[src/rtl/term_loopback_switch_matrix.sv]
// term_loopback_switch_matrix
// South-terminal loopback switch matrix: every south-arriving wire group is
// turned back north. Each output wire has a 2-bit mode held in an active
// register that is loaded atomically from a serially filled shadow register.
// Optional macro TERM_SM_READBACK_EN: drive ConfigDataOut from the shadow MSB
// for daisy-chained readback; when undefined ConfigDataOut is tied to 0.
module term_loopback_switch_matrix #(
    parameter int W1  = 4,
    parameter int W2  = 8,
    parameter int W4  = 16,
    parameter int WW4 = 16
) (
    input  logic           UserCLK,
    input  logic           Reset,
    input  logic [W1-1:0]  S1END,
    input  logic [W2-1:0]  S2MID,
    input  logic [W2-1:0]  S2END,
    input  logic [W4-1:0]  S4END,
    input  logic [WW4-1:0] SS4END,
    output logic [W1-1:0]  N1BEG,
    output logic [W2-1:0]  N2BEG,
    output logic [W2-1:0]  N2BEGb,
    output logic [W4-1:0]  N4BEG,
    output logic [WW4-1:0] NN4BEG,
    input  logic           ConfigData,
    input  logic           ConfigShiftEn,
    input  logic           ConfigCommit,
    output logic           ConfigLoaded,
    output logic           ConfigErr,
    output logic           ConfigDataOut
);

    localparam int NUM_WIRES    = W1 + 2*W2 + W4 + WW4;
    localparam int NoConfigBits = 2 * NUM_WIRES;
    localparam int CNT_W        = $clog2(NoConfigBits + 2);
    // Base of each group in the global wire index
    localparam int B2M = W1;
    localparam int B2E = W1 + W2;
    localparam int B4  = W1 + 2*W2;
    localparam int BW4 = W1 + 2*W2 + W4;

    typedef enum logic [1:0] {
        MODE_REV      = 2'b00,
        MODE_STRAIGHT = 2'b01,
        MODE_REG_REV  = 2'b10,
        MODE_ZERO     = 2'b11
    } mode_t;

    logic [NoConfigBits-1:0] shadow;
    logic [NoConfigBits-1:0] active;
    logic [CNT_W-1:0]        bit_count;
    logic [NUM_WIRES-1:0]    straight_all;
    logic [NUM_WIRES-1:0]    reversed_all;
    logic [NUM_WIRES-1:0]    reversed_q;
    logic [NUM_WIRES-1:0]    route_all;

    // Global wire k: S1END[0] is k=0, SS4END[WW4-1] is the last wire
    assign straight_all = {SS4END, S4END, S2END, S2MID, S1END};

    // Per-group index reversal, placed at the same global positions
    always_comb begin
        // NOTE: give every combinationally assigned signal a default first so no path leaves it unassigned and infers a latch.
        reversed_all = '0;
        for (int i = 0; i < W1; i++)  reversed_all[i]       = S1END[W1-1-i];
        for (int i = 0; i < W2; i++)  reversed_all[B2M + i] = S2MID[W2-1-i];
        for (int i = 0; i < W2; i++)  reversed_all[B2E + i] = S2END[W2-1-i];
        for (int i = 0; i < W4; i++)  reversed_all[B4 + i]  = S4END[W4-1-i];
        for (int i = 0; i < WW4; i++) reversed_all[BW4 + i] = SS4END[WW4-1-i];
    end

    // Shadow shifting, bit counting and atomic commit; commit beats shift
    always_ff @(posedge UserCLK or posedge Reset) begin
        if (Reset) begin
            shadow       <= '0;
            active       <= '0;
            bit_count    <= '0;
            ConfigLoaded <= 1'b0;
            ConfigErr    <= 1'b0;
        end else if (ConfigCommit) begin
            // NOTE: non-blocking assignments so every register here samples pre-edge values, whatever the statement order.
            if (bit_count == CNT_W'(NoConfigBits)) begin
                active       <= shadow;
                ConfigLoaded <= 1'b1;
            end else begin
                ConfigErr <= 1'b1;
            end
            bit_count <= '0;
        end else if (ConfigShiftEn) begin
            shadow <= {shadow[NoConfigBits-2:0], ConfigData};
            if (bit_count != CNT_W'(NoConfigBits + 1)) begin
                bit_count <= bit_count + 1'b1;
            end
        end
    end

    // Registered reversed copy runs every cycle, whatever the modes
    always_ff @(posedge UserCLK or posedge Reset) begin
        if (Reset) begin
            reversed_q <= '0;
        end else begin
            reversed_q <= reversed_all;
        end
    end

    // Per-wire source selection from the active mode bits
    always_comb begin
        route_all = '0;
        for (int k = 0; k < NUM_WIRES; k++) begin
            case (active[2*k +: 2])
                MODE_REV:      route_all[k] = reversed_all[k];
                MODE_STRAIGHT: route_all[k] = straight_all[k];
                MODE_REG_REV:  route_all[k] = reversed_q[k];
                MODE_ZERO:     route_all[k] = 1'b0;
                default:       route_all[k] = 1'b0;
            endcase
        end
    end

    assign N1BEG  = route_all[W1-1:0];
    assign N2BEG  = route_all[B2M +: W2];
    assign N2BEGb = route_all[B2E +: W2];
    assign N4BEG  = route_all[B4 +: W4];
    assign NN4BEG = route_all[BW4 +: WW4];

`ifdef TERM_SM_READBACK_EN
    assign ConfigDataOut = shadow[NoConfigBits-1];
`else
    assign ConfigDataOut = 1'b0;
`endif

endmodule

[config.mk]
export PLATFORM = sky130hd
export DESIGN_NAME = term_loopback_switch_matrix
export DESIGN_NICKNAME = d
export VERILOG_FILES = /design/src/rtl/term_loopback_switch_matrix.sv
export SDC_FILE = /design/constraint.sdc
export NUM_CORES = 1
export LEC_CHECK = 0
export CAP_MARGIN = 20
export CORE_MARGIN = 8
export CORE_UTILIZATION = 50
export DETAILED_ROUTE_END_ITERATION = 6
export MAX_ROUTING_LAYER = met4
export PLACE_DENSITY_LB_ADDON = 0.3
export SYNTH_ARGS = -nofsm -noshare
export SYNTH_HDL_FRONTEND = slang
export SYNTH_SLANG_ARGS = --single-unit
[constraint.sdc]
create_clock -name UserCLK -period 23.8 [get_ports UserCLK]
set_input_delay 4.76 -clock UserCLK [delete_from_list [all_inputs] [get_ports UserCLK]]
set_output_delay 4.76 -clock UserCLK [all_outputs]
set_load 0.005 [all_outputs]
; Yosys cells after proc, flatten, opt, wreduce, memory -nomap -nowiden
; Index checks and enable logic that the tools add are counted.
[word_totals]
regBits = 269
output_inout_bits = 55
[op_classes]
add_sub_neg = 1
eq_ne = 158
muxes = 55
n_bitwise = 2
n_reduce_logical = 58
[op_table]
columns = cell, n
row1 = "2-bit equality test, second input constant", 104
row2 = 1-bit case mux with 4 select lines, 52
row3 = "2-bit by 1-bit equality test with 1-bit output, second input constant", 52
row4 = 2-bit zero test, 52
row5 = 7-bit 2-to-1 mux, 3
row6 = 2-bit AND reduction, 4
row7 = "7-bit by 1-bit adder with 7-bit output, second input constant", 1
row8 = "7-bit equality test, second input constant", 1
row9 = "7-bit != test, second input constant", 1
row10 = 2-bit nonzero test, 2
row11 = 1-bit NOT, 2

; Depth between registers and ports, before layout
[logic_depth]
ltp_word = 4
ltp_mapped = 7

; Worst setup path before layout
; Ideal clock, no wire load.
[synth_timing]
path_type = input-to-output
startpoint = input S1END[3]
endpoint = output N1BEG[0]
arrival_ns = 4.978
t_required_ns = 19.040
path_slack_ns = 14.062
path_stages = 2
path_cell_list = mux2i_1 > o21ai_0
[synth_via]
elab_chain_cells = 1
[synth_rtl]
columns = item, line_no
row1 = from (decl), 15  ; input logic [W1-1:0] S1END,
row2 = 1-bit case mux with 4 select lines, 109  ; case (active[2*k +: 2])
row3 = to (decl), 20  ; output logic [W1-1:0] N1BEG,
; No other way between the ends.

; Worst setup path in the final report
[layout_timing]
startpoint = input SS4END[12]
endpoint = output NN4BEG[3]
[layout_via]
elab_chain_cells = 1
[layout_rtl]
columns = item, line_no
row1 = from (decl), 19  ; input logic [WW4-1:0] SS4END,
row2 = 1-bit case mux with 4 select lines, 109
row3 = to (decl), 24  ; output logic [WW4-1:0] NN4BEG,
; No other way between the ends.

==> run metrics <==
status finished clean; post-cts sizing count 0; Crit Path Class in2out; Placeable Area 21550 sq um; Syn Inst Count 701; routability cong. 0.7827; Remaining Overflow, GRT 0; Max Cap Viol 0; syn_nets 761; Worst-Margin Slew 0.9623 ns; internal power 784.1 uW; Rel. slew slack 35.85%; Worst setup SP type input pin; Avg Cell Area, Syn 15.45 sq um; initial DRC count 318; Setup TNS 0 ns; fin crit share 46.17%; Die Wd 163.2 microns; Switching Fraction 21.03%; Final Hold Fails 0; Tot GR Track Use 15.52%; Initial Utilization 50.26%; DIE AREA 26630 sq um; Via Count 6002; depth of the most critical reg-to-reg path 7; power density over cell area 75.58 nW/um^2; Max Transition Viols Final 0; crit end category output pin; CTS tree done; H-tree depth 1; Die Height 163.2 microns; Top delay family on crit path buffers and inverters; IO Port Bufs 110; min-delay worst type reg2reg; post-synth cell types 29; # DRC 0; Post-CTS Hold Fix Bufs 0; antenna cells 0; worst ir drop on vdd 0.05513 mV; routed wire length 19820 microns; FP Rows 54; Setup Buffers After CTS 0; DR WL/cell 17.68 microns; Fmax 0.09101 GHz; detailed placement HPWL 12870 microns; first-pass GRT wire length 33570 microns; CP arrival 6.23 ns; post-route design area 13140 sq um; cells taking the most area after synthesis dfrtp_1 62%, mux2_2 17%, mux2_4 6.8%, mux2i_1 4.9%, nand3b_1 2.4%; clock power share 45.4%; synthesis-to-finish area growth 21.28%; CP most frequent cell clkdlybuf4s50_1; crit path cell chain clkdlybuf4s50_1, mux2i_1, o21ai_0, clkdlybuf4s50_1; CTS root buf clkbuf_16; RSZ-0062 raised after global routing false; Antenna Violating Nets Remaining 0; mapped cell area 10830 sq um; initial antenna violation count 0; Critical-path top delay cell clkdlybuf4s50_1; Ys Warns 0; critical-path maximum fanout 3; Layout Skew 0.009925 ns; clk buf depth 3; total power draw 992.9 uW; Net Switching 208.8 uW; Worst Hold Depth 1; Seq/Total Area, Yosys 62.14%; area share of the largest cell type after synthesis 62.14%; Slowest Stage Delay on Critical Path 0.57 ns; Worst-path clk slew 0.06 ns; Yosys reg bits 269; WP data required 19.04 ns; drt first pass iters 4; worst setup margin 12.81 ns; Core Util, Final 60.95%; number of global-route vias before repair 6543; drt via density 5.354; CP Buf/Inv Count 2; share of layout cells above drive strength 1 31.27%; Crit path depth 4; final setup fails 0; Top-Level Pins 112; Clock Sinks 269; sequential fraction of design power 48.9%; leakage power 0.006200 uW; Final #Nets 881; dpl cell area 12170 sq um; Logic pwr share 5.7%; largest net degree at the start of global routing 132; Clock Latency Late Sink 0.52 ns; pre-CTS WS 12.85 ns; total CTS buffers 28; cell taking the most area after synthesis dfrtp_1; Final min period 10.99 ns
## power by group through the flow
stage | clock network [uW] | logic, uW | registers [uW]
finish | 451 | 56.6 | 485
floorplan | 0 | 30.8 | 490
detailed placement | 0 | 57.8 | 494
global route | 482 | 62.8 | 488
global placement | 0 | 55.4 | 492
CTS | 463 | 58.1 | 486
## through the flow
step | std cells | hold WS, ns
floorplan | 701 | 0.4510
global placement | 1071 | 0.4458
detailed placement | 1071 | 0.4496
CTS | 1121 | 0.4705
global route | 1121 | 0.4749
finish | 1121 | 0.4613
## synth_stat cells (all sizes together)
master	count
dfrtp	269
mux2	209
mux2i	53
o21ai	37
nand3b	35
buf	24
nand2	20
o22ai	17
nor2	5
inv	4
nand2b	4
a21oi	3
and2	3
ha	3
nand3	3
nand4	3
or3	2
xor2	2
a21o	1
a311o	1
a31oi	1
clkbuf	1
conb	1
## state kept, by name (all words and copies together) (netlist names)
| signal | count |
|---|---|
| active | 104 |
| bit_count | 7 |
| reversed_q | 52 |
| shadow | 104 |
| ConfigLoaded | 1 |
| ConfigErr | 1 |
## routing by layer
layer / vias up / global-route usage [%] / share of wire (%)
met4: 0 / 3.962 / 1.7
met2: 123 / 25.17 / 49
met1: 3071 / 19.94 / 45
met5: - / - / 0
met3: 31 / 2.747 / 4.2
li1: 2777 / - / -
## final cells by class
class,instances,area (sq um)
clock buffers,39,803.3
clock inverters,11,161.4
fillers,1616,8416
inverters,4,22.52
multi-input cells,403,3930
flip-flops and latches,269,6731
well taps,280,350.3
repair buffers,115,1139
## final timing paths
| kind | start | to | slack (ns) |
|---|---|---|---|
| max | SS4END[12] | NN4BEG[3] | 12.81 |
| max reg2reg | bit_count[0] | active[73] | 20.69 |
| max in group asynchronous | Reset | shadow[84] | 17.46 |
| min reg2reg | ConfigErr | ConfigErr | 0.46 |
| min | ConfigErr | ConfigErr | 0.46 |
| min in group asynchronous | Reset | shadow[23] | 4.85 |
## cell usage in the layout (no fill, tap or decap), types with 17 or more instances in the layout
master / instances
clkdlybuf4s50_1: 110
nand2_1: 20
o21ai_0: 37
o22ai_1: 17
mux2_2: 160
dfrtp_1: 269
nand3b_1: 35
mux2_4: 49
mux2i_1: 53
clkbuf_16: 29
## cells by family (layout without fill, tap and decap cells)
group                      after synthesis  in the layout  share of synthesized area (%)
and+or+nand+nor                         75             75                          4.296
xor gates and xnor gates                 2              2                         0.1617
other                                    1              1                        0.03462
DFF                                    269            269                          62.14
muxes                                  262            262                          28.32
adders and majority gates                3              3                         0.3465
AOI/OAI and AO/OA                       60             60                          3.049
buffers and inverters                   29            169                          1.652
Note: power is estimated with default switching activity, not from simulation.
